==> src/rtl/race_round_ctrl.sv <==
// Round controller for a first-signal detector: clears it, opens a gated race window,
// latches the winner or a timeout, hands the result over valid/ready, and keeps win counts.
module race_round_ctrl #(
   parameter int CLR_CYCLES = 2,
   parameter int TIMEOUT    = 16,
   parameter int CNT_W      = 8
) (
   input  logic             clk,
   input  logic             rst,
   input  logic             start,
   input  logic [2:0]       req,
   output logic             det_rst,
   output logic [2:0]       det_in,
   input  logic [2:0]       det_y,
   output logic             busy,
   output logic             res_valid,
   input  logic             res_ready,
   output logic [2:0]       winner,
   output logic             timed_out,
   output logic [CNT_W-1:0] wins_a,
   output logic [CNT_W-1:0] wins_b,
   output logic [CNT_W-1:0] wins_c,
   output logic [CNT_W-1:0] rounds
);

   localparam int CLR_W = (CLR_CYCLES > 1) ? $clog2(CLR_CYCLES) : 1;
   localparam int TO_W  = (TIMEOUT > 1) ? $clog2(TIMEOUT) : 1;
   localparam logic [CLR_W-1:0] CLR_LAST = CLR_W'(CLR_CYCLES - 1);
   localparam logic [TO_W-1:0]  TO_LAST  = TO_W'(TIMEOUT - 1);

   typedef enum logic [1:0] {S_IDLE, S_CLEAR, S_ARMED, S_DONE} state_e;

   state_e            state_q, state_d;
   logic [CLR_W-1:0]  clr_cnt_q, clr_cnt_d;
   logic [TO_W-1:0]   tcnt_q, tcnt_d;
   logic [2:0]        winner_q, winner_d;
   logic              timed_out_q, timed_out_d;
   logic [CNT_W-1:0]  wins_a_q, wins_a_d;
   logic [CNT_W-1:0]  wins_b_q, wins_b_d;
   logic [CNT_W-1:0]  wins_c_q, wins_c_d;
   logic [CNT_W-1:0]  rounds_q, rounds_d;

   function automatic logic [CNT_W-1:0] sat_inc(input logic [CNT_W-1:0] v, input logic en);
      return (en && (v != {CNT_W{1'b1}})) ? v + CNT_W'(1) : v;
   endfunction

   always_comb begin
      // NOTE: every *_d is given its hold value first, so no branch can leave one unassigned and infer a latch.
      state_d     = state_q;
      clr_cnt_d   = clr_cnt_q;
      tcnt_d      = tcnt_q;
      winner_d    = winner_q;
      timed_out_d = timed_out_q;
      wins_a_d    = wins_a_q;
      wins_b_d    = wins_b_q;
      wins_c_d    = wins_c_q;
      rounds_d    = rounds_q;
      unique case (state_q)
         S_IDLE: begin
            if (start) begin
               state_d   = S_CLEAR;
               clr_cnt_d = '0;
            end
         end
         S_CLEAR: begin
            if (clr_cnt_q == CLR_LAST) begin
               state_d = S_ARMED;
               tcnt_d  = '0;
            end else begin
               clr_cnt_d = clr_cnt_q + 1'b1;
            end
         end
         S_ARMED: begin
            // A locked winner beats a timeout landing on the same edge.
            if (det_y != 3'b000) begin
               state_d     = S_DONE;
               winner_d    = det_y;
               timed_out_d = 1'b0;
            end else if (tcnt_q == TO_LAST) begin
               state_d     = S_DONE;
               winner_d    = 3'b000;
               timed_out_d = 1'b1;
            end else begin
               tcnt_d = tcnt_q + 1'b1;
            end
         end
         S_DONE: begin
            if (res_ready) begin
               state_d  = S_IDLE;
               rounds_d = sat_inc(rounds_q, 1'b1);
               wins_a_d = sat_inc(wins_a_q, winner_q[0]);
               wins_b_d = sat_inc(wins_b_q, winner_q[1]);
               wins_c_d = sat_inc(wins_c_q, winner_q[2]);
            end
         end
         default: state_d = S_IDLE;
      endcase
   end

   always_ff @(posedge clk) begin
      // NOTE: non-blocking assignments so every flop samples the pre-edge value of every other flop.
      if (rst) begin
         state_q     <= S_IDLE;
         clr_cnt_q   <= '0;
         tcnt_q      <= '0;
         winner_q    <= 3'b000;
         timed_out_q <= 1'b0;
         wins_a_q    <= '0;
         wins_b_q    <= '0;
         wins_c_q    <= '0;
         rounds_q    <= '0;
      end else begin
         state_q     <= state_d;
         clr_cnt_q   <= clr_cnt_d;
         tcnt_q      <= tcnt_d;
         winner_q    <= winner_d;
         timed_out_q <= timed_out_d;
         wins_a_q    <= wins_a_d;
         wins_b_q    <= wins_b_d;
         wins_c_q    <= wins_c_d;
         rounds_q    <= rounds_d;
      end
   end

   // Detector stays out of reset through DONE so its lock (and the winner) stays stable.
   assign det_rst   = (state_q == S_ARMED) || (state_q == S_DONE);
   assign det_in    = (state_q == S_ARMED) ? req : 3'b000;
   assign busy      = (state_q != S_IDLE);
   assign res_valid = (state_q == S_DONE);
   assign winner    = winner_q;
   assign timed_out = timed_out_q;
   assign wins_a    = wins_a_q;
   assign wins_b    = wins_b_q;
   assign wins_c    = wins_c_q;
   assign rounds    = rounds_q;

endmodule
==> config.mk <==
export PLATFORM = sky130hd
export DESIGN_NAME = race_round_ctrl
export DESIGN_NICKNAME = d
export VERILOG_FILES = /design/src/rtl/race_round_ctrl.sv
export SDC_FILE = /design/constraint.sdc
export NUM_CORES = 1
export LEC_CHECK = 0
export CORE_ASPECT_RATIO = 0.5
export CORE_MARGIN = 8
export CORE_UTILIZATION = 48
export DETAILED_ROUTE_END_ITERATION = 16
export PLACE_DENSITY = 0.78
export SLEW_MARGIN = 20
export SYNTH_ARGS = -nofsm -noshare
export SYNTH_HDL_FRONTEND = slang
export SYNTH_SLANG_ARGS = --single-unit
==> constraint.sdc <==
create_clock -name clk -period 4 [get_ports clk]
set_input_delay 1 -clock clk [delete_from_list [all_inputs] [get_ports clk]]
set_output_delay 1 -clock clk [all_outputs]
set_load 0.05 [all_outputs]
# == Yosys cells after proc, flatten, opt, wreduce, memory -nomap -nowiden ==
# Cells that the tools add are included.
# classes
n_addsub,6
multipliers,0
div_mod_pow,0
order_cmp,0
n_eq_ne,14
shift,0
mux,18
n_bitwise,0
reduce_logical,18
# op_table
op,n
8-bit by 1-bit adder with 8-bit output (second input constant),4
8-bit != test (second input constant),4
4-bit two-way mux,3
3-bit AND reduction,4
2-bit two-way mux,5
3-bit two-way mux,3
2-bit != test (second input constant),4
2-bit case mux with 4 select lines,1
4-bit case mux with 2 select lines,1
4-bit AND reduction,2
2-bit nonzero test,4
4-bit by 1-bit adder with 4-bit output (second input constant),1
2-bit equality test (second input constant),2
4-bit equality test (second input constant),1
1-bit two-way mux,4
2-bit AND reduction,2
1-bit logical AND,3
3-bit != test (second input constant),1
3-bit nonzero test,1
2-bit by 1-bit equality test with 1-bit output (second input constant),1
2-bit logical NOT,1
2-bit by 1-bit != test with 1-bit output (second input constant),1
1-bit case mux with 2 select lines,1
1-bit adder (second input constant),1
1-bit logical OR,1
# word_totals
ff_bits,43
latchBits,0
ram_bits,0
mem_bits_ro,0
in_bits,10
out_inout_bits,42
wordCells,65
n_memories,0

# == Longest topological paths before layout ==
# Gate-level depths: netlist of run 1.
# depth
word_depth,4
mapped_depth,6
depth_no_buf,6

# == Least setup slack after synthesis of run 1 ==
# Ideal clock, no wire load.
# synth_path
kind,input-to-output
from,input req[0]
to,output det_in[0]
arrival_time_ns,1.412
required_time_ns,3.000
slack_ns,1.588
cell_stages,1
path_buffers,0
cell_sequence,and2_1
# synth_via
elab_chain_len,1
# synth_lines
item,line_no,source
from (decl),11,"input logic [2:0] req,"
3-bit two-way mux,127,assign det_in = (state_q == S_ARMED) ? req : 3'b000;
to (decl),13,"output logic [2:0] det_in,"
# Every way passes these cells.

# == Worst setup path in the final report of run 1 ==
# Same ends and word-level chain as after synthesis.

==> results.md, run 1 <==
Detailed routing:
- For this run, design rule violations remaining after detail routing come to 0.
- After detailed routing, the average wire length per cell comes to 14.32 um.
- In this run the remaining antenna-violating nets after routing total 0.
- The final layout contains routed wiring with a total length of 4998 um.
- The via count of the routed design is 1938.
- The DRC marker count from the first detailed-route iteration is 77.
- Dividing the detail-routed via count by the number of cells gives 5.553.
- The first-pass detailed-route iteration total is 4.

Final layout:
- In the layout the commonest cells are sky130_fd_sc_hd__clkdlybuf4s50_1, sky130_fd_sc_hd__dfxtp_1, sky130_fd_sc_hd__nor2_1, sky130_fd_sc_hd__nand3_1, sky130_fd_sc_hd__nand2_1.
- At the end of the flow, the number of nets in the layout was 310.
- The post-route cell area is 2768 sq um.
- For this run, the number of standard cells in the final layout without fillers is 349.
- The number of fill cells in the layout is 376.
- The repair_antennas step left the layout with diodes totalling 0.
- Leaving out fill and tap cells, the most frequent cell in the layout is sky130_fd_sc_hd__clkdlybuf4s50_1.
- For this run, the share of the core covered by cells in the final layout is 64.10%.
- The ratio of cells with drive above 1 in the final layout is 8.219%.
- The relative area change from synthesis to final layout is 30.66%.

Synth:
- After synthesis, the share of flip-flops with an asynchronous set or reset is 0%.
- The unique cell type count in the Yosys netlist is 48.
- The sequential cell area fraction in the yosys report is 40.64%.
- The total of warnings raised by yosys is 0.
- The cell area after synthesis is 2118 sq um.
- The number of nets in the synthesized netlist is 257.
- The number of enable flip-flop cells after synthesis is 0.
- Averaged over all synthesized cells, the footprint is 8.900 sq um.
- In this run, synthesis produced a sequential element count of 43.
- The number of instances in the synthesized netlist is 238.
- In the synthesized netlist the dominant register cell turns out to be sky130_fd_sc_hd__dfxtp_1.

GRT:
- The largest net degree at the start of global routing is 25.
- The sum of overflow across all layers after global routing is 0.
- For this run, the total global-route usage over all layers was measured as 14.76%.
- The number of global-route vias before repair is 1845.
- The initial antenna violation count is 0.
- The global-route wire length before repair is 8362 um.

Timing:
- Of the available clock period, the critical path in the final layout requires 84.49%.
- The worst slew margin relative to its limit is 51.96%.
- The clock arrives with 0.003629 ns of skew.
- The count of endpoints failing setup in the final report is 0.
- At the pin with the least slew margin, the transition time is 0.7131 ns.
- Setup repair after global routing left no endpoint under its margin.
- The number of hold violations in the final report is 0.
- The number of max-slew violations in the final report came to 0.
- The highest attainable clock frequency is 0.2959 GHz.
- For the finished layout, the period the worst path requires is 3.380 ns.
- The post-route setup TNS is 0 ns.

Clock tree:
- Once the clock tree was built, the resizer swapped 0 gates to a different size.
- The number of setup buffers added after CTS is 0.
- The clock tree root driver cell is sky130_fd_sc_hd__clkbuf_8.
- The TritonCTS sink count is 43.
- In this run, post-CTS hold repair placed 0 buffers.
- The number of H-tree levels is 2.
- The longest clock path from root to sink contains 2 buffers.
- TritonCTS built the clock tree.
- Clock-pin slew was measured on the worst setup and hold paths at 0.08 ns.
- The clock latency reported for the late side of the worst-skew pair is 0.30 ns.
- The number of clock buffers added by TritonCTS is 5.

Pwr:
- Per report_power, the sequential group accounts for 42.3% of the total.
- Internal power comes to 0.7054 mW.
- The combinational fraction of design power is 33.6%.
- In this run, the clock network consumes 24.1% of the power.
- The switching power total is 0.4113 mW.
- For this design the static power due to leakage is 1.005 nW.
- The maximum VDD drop is 158.0 uV.
- Overall power consumption after layout is estimated at 1.117 mW.
- The switching portion of total power is 36.83%.
- The power per cell area is 403.5 nW/um^2.

Hold path:
- The worst hold path belongs to the class flop to flop.
- The worst hold path startpoint is winner[0].

Setup path:
- The critical path launch point is req[0].
- Data on the critical path is required at its endpoint by 3.00 ns.
- The gate family responsible for the most delay along the worst path is buffers and inverters.
- STA classifies the critical path startpoint as a primary input.
- The most numerous cell type found on the critical path is sky130_fd_sc_hd__clkdlybuf4s50_1.
- The stage delay of the slowest cell on the critical path is 0.80 ns.
- The maximum fanout encountered on the critical timing path is 1.
- Counting both buffers and inverters, the worst setup path holds a total of 2.
- The worst reg2reg path startpoint is state_q[0].
- The startpoint-to-endpoint class of the critical path is primary input to output port.
- The worst setup path is captured at an output port.
- The slowest stage of the critical path is the sky130_fd_sc_hd__clkdlybuf4s50_1 cell.
- The register-to-register setup slack is 2.03 ns.
- The data arrival time of the worst path is 2.38 ns.
- The signal on the critical path passes through clkdlybuf4s50_1 -> and2_1 -> clkdlybuf4s50_1.

Place:
- At the end of routability-driven placement, the weighted congestion stood at 0.8638.
- The count of buffers added on input and output ports is 51.
- Including well taps, the total number of placed cells is 341.
- The total half-perimeter wirelength after legalization and detailed placement is 3721 um.
- The placement-stage cell area is 2684 sq um.

Floorplanning:
- The die span in x is 109.9 um.
- The floorplan has 17 rows.
- The core box area is 4318 sq um.
- The I/O pin count is 52.
- In this run the vertical extent of the chip is 62.98 um.
- The die area is 6924 sq um.
- For this configuration, the core starts out at a cell density of 49.06%.

Status:
- The run finished with clean final reports.

Job:
- The tool flagged a number of max-cap violations equal to 0.
[area by class of cell]
cell class	instances	area, sq um	share of cell area [%]
multi-input combinational	179	1196	43.22
sequential	43	860.8	31.10
timing repair buffer	52	518.0	18.72
tap	57	71.32	2.577
clock buffer	5	68.82	2.486
inverter	10	37.54	1.356
clock inverter	3	15.01	0.5425
[routing by layer]
metal  track usage (%)  routed length, um  up-vias
met5                 0                  0        -
met4             6.845                 99        0
met3             4.938                302       11
met2             24.81               2413       43
met1             16.32               2181      920
li1                  -                  -      964
[worst min-delay path: stages (launching register included)]
cell	delay [ns]
sky130_fd_sc_hd__dfxtp_1	0.32
sky130_fd_sc_hd__nand2_1	0.05
sky130_fd_sc_hd__a21oi_1	0.05
[final timing paths]
check                                  to  cells past startpoint
worst max register to register  tcnt_q[2]                      5
worst min-delay path            winner[0]                      2
worst max-delay path            det_in[0]                      3
worst min register to register  winner[0]                      2
[synthesized netlist by cell type (3+ instances only)]
library cell	count	area, sq um
sky130_fd_sc_hd__dfxtp_1	43	860.8
sky130_fd_sc_hd__nor2_1	26	97.59
sky130_fd_sc_hd__nand2_1	14	52.55
sky130_fd_sc_hd__nand3_1	14	70.07
sky130_fd_sc_hd__a21oi_1	12	60.06
sky130_fd_sc_hd__xor2_1	11	96.34
sky130_fd_sc_hd__inv_1	10	37.54
sky130_fd_sc_hd__ha_1	9	112.6
sky130_fd_sc_hd__o21ai_0	9	45.04
sky130_fd_sc_hd__and3_1	6	37.54
sky130_fd_sc_hd__o211ai_1	6	45.04
sky130_fd_sc_hd__xnor2_1	6	52.55
sky130_fd_sc_hd__and2_1	5	31.28
sky130_fd_sc_hd__mux2i_1	5	50.05
sky130_fd_sc_hd__a211oi_1	4	30.03
sky130_fd_sc_hd__nand4_1	4	25.02
sky130_fd_sc_hd__o31ai_1	4	30.03
sky130_fd_sc_hd__or3_1	4	25.02
sky130_fd_sc_hd__clkbuf_1	3	11.26
[metrics by stage]
step	hold WS, ns	setup WS [ns]
4_1_cts	0.4807	0.6150
3_5_place_dp	0.4655	0.6126
3_3_place_gp	0.4668	0.6423
2_1_floorplan	0.4660	1.588
5_1_grt	0.5143	0.5915
6_report	0.4765	0.6204
[registers in the layout, indices dropped and copies added, names as in the netlist]
name and count:
rounds 8, winner 3, state_q 2, clr_cnt_q 1, wins_a 8, wins_b 8
timed_out 1, tcnt_q 4, wins_c 8
[power by group through the flow]
stage | Sequential, mW | Clock [mW] | Combinational [mW]
floorplan | 0.515 | 0 | 0.230
detailed placement | 0.482 | 0 | 0.377
global placement | 0.480 | 0 | 0.367
finish | 0.472 | 0.269 | 0.376
global route | 0.476 | 0.300 | 0.406
CTS | 0.473 | 0.280 | 0.379
[kinds of logic (layout without fill, tap and decap cells)]
kind of cell    Yosys count  after routing  share of synthesized area (%)
simple gates             96             96                          24.16
flops                    43             43                          40.64
xor+xnor                 17             17                          7.029
fa+ha+maj                 9              9                          5.316
compound gates           52             52                          17.60
mux                       5              5                          2.363
buf+inv                  16             70                          2.894
(Power assumes the default switching activity.)
==> inputs of run 2 (changes only) <==
==> constraint.sdc (replaced) <==
create_clock -name clk -period 3.2 [get_ports clk]
set_input_delay 0.8 -clock clk [delete_from_list [all_inputs] [get_ports clk]]
set_output_delay 0.8 -clock clk [all_outputs]
set_load 0.05 [all_outputs]
==> run 2 against run 1 <==
- worst hold slack improved by 0.032 ns
- critical path depth rose by 1
- first-iteration DRC count fell by 7.8%
- via count fell by 2.2%
- clock-buffer cell count rose by 1
- critical endpoint is now det_rst
- largest cell class unchanged
==> results.md, run 2 (synthesis gave the netlist of run 1 again) <==
Setup path:
- The count of cells along the worst register-to-register path is 6 (was 5).
- The launching element type of the critical path was a flop (was primary input).
- The required time of the worst setup path is 2.40 ns (was 3.00 ns).
- The startpoint-to-endpoint class of the critical path is flop to output port (was primary input to output port).
- The capturing point of the worst reg2reg path is tcnt_q[2] (unchanged).
- The register-to-register setup slack is 1.29 ns (was 2.03 ns).
- The worst reg2reg path startpoint is state_q[0] (unchanged).
- The maximum fanout encountered on the critical timing path is 4 (was 1).
- The data arrival time of the worst path came to 1.98 ns (was 2.38 ns).
- The element type at the critical path end is an output port (unchanged).

GRT:
- The global-route wire length before repair is 8224 um (was 8362 um).
- The total global routing track utilization is 14.40% (was 14.76%).
- The largest net degree at the start of global routing is 25 (unchanged).
- The number of global-route vias before repair was 1878 (was 1845).
- The sum of overflow across all layers after global routing is 0 (unchanged).
- The initial antenna violation count was 0 (unchanged).

Pwr:
- The sum of internal, switching and leakage power came to 1.473 mW (was 1.117 mW).
- The switching portion of total power is 34.42% (was 36.83%).
- The combinational fraction of design power is 32.5% (was 33.6%).
- The switching power total is 0.5072 mW (was 0.4113 mW).
- The internal portion of total power is 0.9663 mW (was 0.7054 mW).
- The standby leakage power is 1.025 nW (was 1.005 nW).
- The maximum VDD drop is 209.5 uV (was 158.0 uV).
- The sequential fraction of design power is 40.1% (was 42.3%).
- The power per cell area is 526.4 nW/um^2 (was 403.5 nW/um^2).
- The clock network power share came to 27.4% (was 24.1%).

Detailed routing:
- The number of nets still failing antenna checks after routing is 0 (unchanged).
- The via count of the routed design is 1895 (was 1938).
- The total routed wirelength came to 4891 um (was 4998 um).
- The DRC marker count from the first detailed-route iteration is 71 (was 77).
- The final routed DRC violation total is 0 (unchanged).
- The detail-routed via count per cell is 5.430 (was 5.553).
- The average routed wire per standard cell was 14.01 um (was 14.32 um).
- The first-pass detailed-route iteration total is 4 (unchanged).

Clock tree:
- The clock slew seen by the registers of the worst setup and hold paths came to 0.08 ns (about the same).
- The clock tree root driver cell is sky130_fd_sc_hd__clkbuf_8 (unchanged).
- The TritonCTS clock tree is done (unchanged).
- The TritonCTS sink count is 43 (unchanged).
- The total clock buffers created by CTS is 5 (unchanged).
- The clock latency reported for the late side of the worst-skew pair is 0.29 ns (was 0.30 ns).
- The number of buffers inserted by hold repair at cts came to 0 (unchanged).
- The number of H-tree levels is 2 (unchanged).
- The number of gates given a new drive strength after cts came to 0 (unchanged).
- The maximum buffer depth of the clock tree is 2 (unchanged).
- The number of setup buffers added after CTS is 0 (unchanged).

Job:
- The count of max-cap constraint violations is 0 (unchanged).

Timing:
- The number of hold violations in the final report was 0 (unchanged).
- The final setup skew came to 0.003378 ns (was 0.003629 ns).
- Setup repair after global routing missed its margin: no (unchanged).
- The slew at the pin with the worst max-slew slack is 0.6891 ns (was 0.7131 ns).
- Timing would allow up to 0.3601 GHz.
- The final setup slack of the worst path is 0.4228 ns (was 0.6204 ns).
- The post-route minimum period is 2.777 ns.
- The worst slew margin relative to its limit came to 53.92% (was 51.96%).
- The share of the clock period used by the worst path after layout is 86.79%.
- The count of endpoints failing setup in the final report came to 0 (unchanged).
- The post-route setup TNS was 0 ns (unchanged).
- The number of max-slew violations in the final report is 0 (unchanged).

Floorplanning:
- The height of the chip is 62.98 um (unchanged).
- The number of rows in the core area is 17 (unchanged).
- The I/O pin count is 52 (unchanged).
- The die span in x came to 109.9 um (unchanged).
- The core box area was 4318 sq um (unchanged).
- The die area is 6924 sq um (unchanged).
- The initial standard-cell utilization of the core is 49.06% (unchanged).

Hold path:
- The worst hold path startpoint is wins_c[6] (was winner[0]).
- The type of the most critical hold path was flop to flop (unchanged).
- The terminating pin of the worst hold path is wins_c[6] (was winner[0]).
- The cell count of the worst hold path is 2 (unchanged).

Place:
- The routability-driven placement congestion ratio is 0.8070 (was 0.8638).
- The post-placement worst setup slack is 0.6311 ns (was 0.6126 ns).
- The total half-perimeter wirelength after legalization and detailed placement is 3673 um (was 3721 um).
- The port buffer count was 51 (unchanged).

Final layout:
- The net total in the final layout is 311 (was 310).
- The ratio of cells with drive above 1 in the final layout is 8.904% (was 8.219%).
- The final cell utilization of the core is 64.82% (was 64.10%).
- The antenna diode instance count came to 0 (unchanged).
- The most common cell after layout, fill and taps aside was sky130_fd_sc_hd__clkdlybuf4s50_1 (unchanged).
- The combined flip-flop and latch cell area was 860.8 sq um (unchanged).
- The area used by multi-input combinational logic is 1196 sq um (unchanged).
- The number of fill cells in the layout is 360 (was 376).
- Commonest non-fill, non-tap cells in the layout: sky130_fd_sc_hd__clkdlybuf4s50_1, sky130_fd_sc_hd__dfxtp_1, sky130_fd_sc_hd__nor2_1, sky130_fd_sc_hd__nand3_1, sky130_fd_sc_hd__nand2_1 (unchanged).
- The relative area change from synthesis to final layout is 32.13% (was 30.66%).

Status:
- Run status: completed (unchanged).
[run 2: cell types whose count changed in the layout (fill, tap and decap cells not counted)]
cell,previous run,this run
sky130_fd_sc_hd__clkbuf_1,0,1
sky130_fd_sc_hd__buf_4,1,4
sky130_fd_sc_hd__clkdlybuf4s50_1,51,48
sky130_fd_sc_hd__buf_12,0,1
sky130_fd_sc_hd__clkinv_2,3,0
sky130_fd_sc_hd__bufinv_16,0,1
[run 2: how the worst max path moves through the flow]
stage          startpoint   endpoint  slack, ns
2_1_floorplan  state_q[0]  det_in[0]       1.08
3_3_place_gp    res_ready  wins_c[5]       0.68
3_5_place_dp    res_ready  wins_b[5]       0.63
4_1_cts        state_q[0]    det_rst       0.41
5_1_grt        state_q[0]    det_rst       0.33
6_report       state_q[0]    det_rst       0.42
[run 2: stage by stage]
step	instance area (sq um)	instances	hold slack, ns
after CTS	2799	349	0.5106
after floorplan	2118	238	0.4660
after detailed placement	2696	342	0.4952
final	2799	349	0.5080
after global placement	2696	342	0.4741
after global routing	2799	349	0.5284
[run 2: critical path, cell delays in order (launching register included)]
cell	delay [ns]
sky130_fd_sc_hd__dfxtp_1	0.38
sky130_fd_sc_hd__inv_1	0.08
sky130_fd_sc_hd__ha_1	0.22
sky130_fd_sc_hd__or2_2	0.30
sky130_fd_sc_hd__clkdlybuf4s50_1	0.70
[run 2: power groups by stage]
stage / logic (mW) / clock network (mW) / registers [mW]
global placement: 0.465 / 0 / 0.601
finish: 0.479 / 0.404 / 0.591
floorplan: 0.287 / 0 / 0.644
detailed placement: 0.476 / 0 / 0.603
global route: 0.509 / 0.441 / 0.594
CTS: 0.479 / 0.419 / 0.591
[run 2: layout make-up]
cell class	count	share of cell area (%)
multi-input combinational	179	42.74
sequential	43	30.76
timing repair buffer	53	18.95
clock buffer	6	2.593
tap	57	2.548
inverter	10	1.341
clock inverter	1	1.073
[run 2: per-layer routing]
metal | global-route usage, % | part of all wire, % | wire, um
met4 | 5.342 | 0.86 | 42
met2 | 25.04 | 48 | 2359
met3 | 4.630 | 5.8 | 285
met5 | 0 | 0 | 0
met1 | 15.83 | 45 | 2203
==> inputs of run 3 (changes only) <==
--- a/config.mk
+++ b/config.mk
@@ -5,11 +5,12 @@
 export SDC_FILE = /design/constraint.sdc
 export NUM_CORES = 1
 export LEC_CHECK = 0
-export CORE_ASPECT_RATIO = 0.5
 export CORE_MARGIN = 8
 export CORE_UTILIZATION = 48
 export DETAILED_ROUTE_END_ITERATION = 16
+export GPL_ROUTABILITY_DRIVEN = 0
 export PLACE_DENSITY = 0.78
+export SKIP_LAST_GASP = 1
 export SLEW_MARGIN = 20
 export SYNTH_ARGS = -nofsm -noshare
 export SYNTH_HDL_FRONTEND = slang
==> run 3 against run 2 <==
- register-to-register slack got worse by 0.03 ns
- final cell count decreased by 1.1%
- non-clock buffer count unchanged
- via count unchanged
- sequential share of layout area increased by 0.31 points
==> results.md, run 3 (synthesis gave the netlist of run 1 again) <==
Detailed routing:
- The number of nets still failing antenna checks after routing was 0 (unchanged).
- The final routed DRC violation total is 0 (unchanged).
- The detail-routed via count per cell was 5.493 (was 5.430).
- The via count of the routed design is 1895 (unchanged).
- The total routed wirelength came to 4861 um (was 4891 um).
- The first-pass detailed-route iteration total was 4 (unchanged).
- The DRC marker count from the first detailed-route iteration was 103 (was 71).
- The average routed wire per standard cell is 14.09 um (was 14.01 um).

Pwr:
- The power per cell area is 507.7 nW/um^2 (was 526.4 nW/um^2).
- The internal portion of total power came to 0.8900 mW (was 0.9663 mW).
- The clock network power share came to 24.9% (was 27.4%).
- The combinational fraction of design power came to 33.0% (was 32.5%).
- The switching portion of total power is 36.75% (was 34.42%).
- The sequential fraction of design power is 42.0% (was 40.1%).
- The maximum VDD drop is 287.6 uV (was 209.5 uV).
- The standby leakage power is 1.013 nW (was 1.025 nW).
- The switching power total came to 0.5170 mW (was 0.5072 mW).

Final layout:
- Commonest non-fill, non-tap cells in the layout: sky130_fd_sc_hd__clkdlybuf4s50_1, sky130_fd_sc_hd__dfxtp_1, sky130_fd_sc_hd__nor2_1, sky130_fd_sc_hd__nand3_1, sky130_fd_sc_hd__nand2_1 (unchanged).
- The most common cell after layout, fill and taps aside is sky130_fd_sc_hd__clkdlybuf4s50_1 (unchanged).
- The final cell utilization of the core is 64.54% (was 64.82%).
- The net total in the final layout is 311 (unchanged).
- The antenna diode instance count is 0 (unchanged).
- The relative area change from synthesis to final layout is 30.83% (was 32.13%).
- The ratio of cells with drive above 1 in the final layout is 9.556% (was 8.904%).

Timing:
- The post-route minimum period is 2.814 ns (was 2.777 ns).
- The number of max-slew violations in the final report was 0 (unchanged).
- The final setup skew is 0.01445 ns (was 0.003378 ns).
- The share of the clock period used by the worst path after layout was 87.95% (was 86.79%).
- The count of endpoints failing setup in the final report came to 0 (unchanged).
- The worst slew margin relative to its limit is 57.84% (was 53.92%).
- The hold slack is 0.4991 ns (was 0.5080 ns).
- Setup repair after global routing missed its margin: no (unchanged).
- The post-route setup TNS came to 0 ns (unchanged).
- The highest attainable clock frequency was 0.3553 GHz (was 0.3601 GHz).
- The slew at the pin with the worst max-slew slack was 0.6258 ns (was 0.6891 ns).
- The number of hold violations in the final report was 0 (unchanged).

GRT:
- The number of global-route vias before repair is 1771 (was 1878).
- The largest net degree at the start of global routing came to 41 (was 25).
- The met3 usage in global routing is 3.571% (was 4.630%).
- The global-route wire length before repair is 7866 um (was 8224 um).
- The met2 track demand over resource in global routing is 24.67% (was 25.04%).
- The layer carrying the most global-route usage is met2 (unchanged).
- The global routing met1 resource utilization came to 16.92% (was 15.83%).
- The sum of overflow across all layers after global routing is 0 (unchanged).
- The total global routing track utilization is 14.61% (was 14.40%).
- The initial antenna violation count is 0 (unchanged).

Floorplanning:
- The die span in x is 82.43 um (was 109.9 um).
- The number of rows in the core area was 24 (was 17).
- The die area is 6795 sq um (was 6924 sq um).
- The initial standard-cell utilization of the core is 49.33% (was 49.06%).
- The I/O pin count is 52 (unchanged).
- The core box area was 4294 sq um (was 4318 sq um).
- The height of the chip is 82.43 um (was 62.98 um).

Setup path:
- The required time of the worst setup path is 2.40 ns (about the same).
- The maximum fanout encountered on the critical timing path is 8 (was 4).
- The element type at the critical path end is an output port (unchanged).
- The data arrival time of the worst path is 2.01 ns (was 1.98 ns).
- The startpoint-to-endpoint class of the critical path is flop to output port (unchanged).
- The launching element type of the critical path is a flop (unchanged).

Clock tree:
- The number of gates given a new drive strength after cts came to 0 (unchanged).
- The number of buffers inserted by hold repair at cts came to 0 (unchanged).
- The TritonCTS sink count is 43 (unchanged).
- The clock tree root driver cell is sky130_fd_sc_hd__clkbuf_8 (unchanged).
- The number of H-tree levels came to 2 (unchanged).
- The TritonCTS clock tree is done (unchanged).
- The number of setup buffers added after CTS came to 0 (unchanged).
- The clock latency reported for the late side of the worst-skew pair is 0.30 ns (was 0.29 ns).
- The total clock buffers created by CTS is 5 (unchanged).
- The maximum buffer depth of the clock tree is 2 (unchanged).
- The clock slew seen by the registers of the worst setup and hold paths is 0.09 ns (was 0.08 ns).

Place:
- The port buffer count is 51 (unchanged).
- The total half-perimeter wirelength after legalization and detailed placement came to 3546 um (was 3673 um).

Hold path:
- The type of the most critical hold path is flop to flop (unchanged).

Job:
- The count of max-cap constraint violations came to 0 (unchanged).

Status:
- Run status: completed (unchanged).
-- run 3: changes by cell type in the layout (fill, tap and decap cells not counted), sizes merged --
| cell | change |
|---|---|
| clkbuf | -1 |
| bufinv | -1 |
| clkinv | +2 |
| clkinvlp | +1 |
-- run 3: final cells by class --
class	count	area, sq um
fill	360	1523
clock inverter	3	25.02
sequential	43	860.8
clock buffer	5	68.82
multi-input combinational	179	1196
tap	52	65.06
timing repair buffer	53	518.0
inverter	10	37.54
-- run 3: per-stage QoR --
stage | power [mW] | setup slack [ns] | area (sq um) | std cells
after detailed placement | 1.068 | 0.6467 | 2678 | 337
final | 1.407 | 0.3855 | 2771 | 345
after global routing | 1.479 | 0.3170 | 2771 | 345
after global placement | 1.064 | 0.6674 | 2678 | 337
after floorplan | 0.9311 | 1.079 | 2118 | 238
after CTS | 1.422 | 0.3779 | 2771 | 345
-- run 3: path summary, 6_finish.rpt --
path,startpoint,slack [ns],endpoint,depth (start not counted)
worst max-delay path,state_q[1],0.39,det_rst,3
worst min-delay path,tcnt_q[1],0.50,tcnt_q[1],2
worst max register to register,state_q[1],1.26,wins_b[5],5
worst min register to register,tcnt_q[1],0.50,tcnt_q[1],2
-- run 3: power by group through the flow --
stage / Sequential, mW / Clock [mW] / Combinational (mW)
detailed placement: 0.604 / 0 / 0.464
floorplan: 0.644 / 0 / 0.287
global placement: 0.601 / 0 / 0.463
finish: 0.591 / 0.351 / 0.465
CTS: 0.591 / 0.365 / 0.466
global route: 0.596 / 0.380 / 0.502
-- run 3: worst max-delay path, stage by stage, from the launching register on --
cell	delay, ns
sky130_fd_sc_hd__dfxtp_1	0.40
sky130_fd_sc_hd__ha_1	0.35
sky130_fd_sc_hd__or2_2	0.17
sky130_fd_sc_hd__clkdlybuf4s50_1	0.79
-- run 3: routing by layer --
| layer | share of wire [%] | wire length (um) |
|---|---|---|
| met1 | 45 | 2194 |
| met4 | 1.5 | 71 |
| met2 | 47 | 2305 |
| met3 | 6.0 | 290 |
| met5 | 0 | 0 |
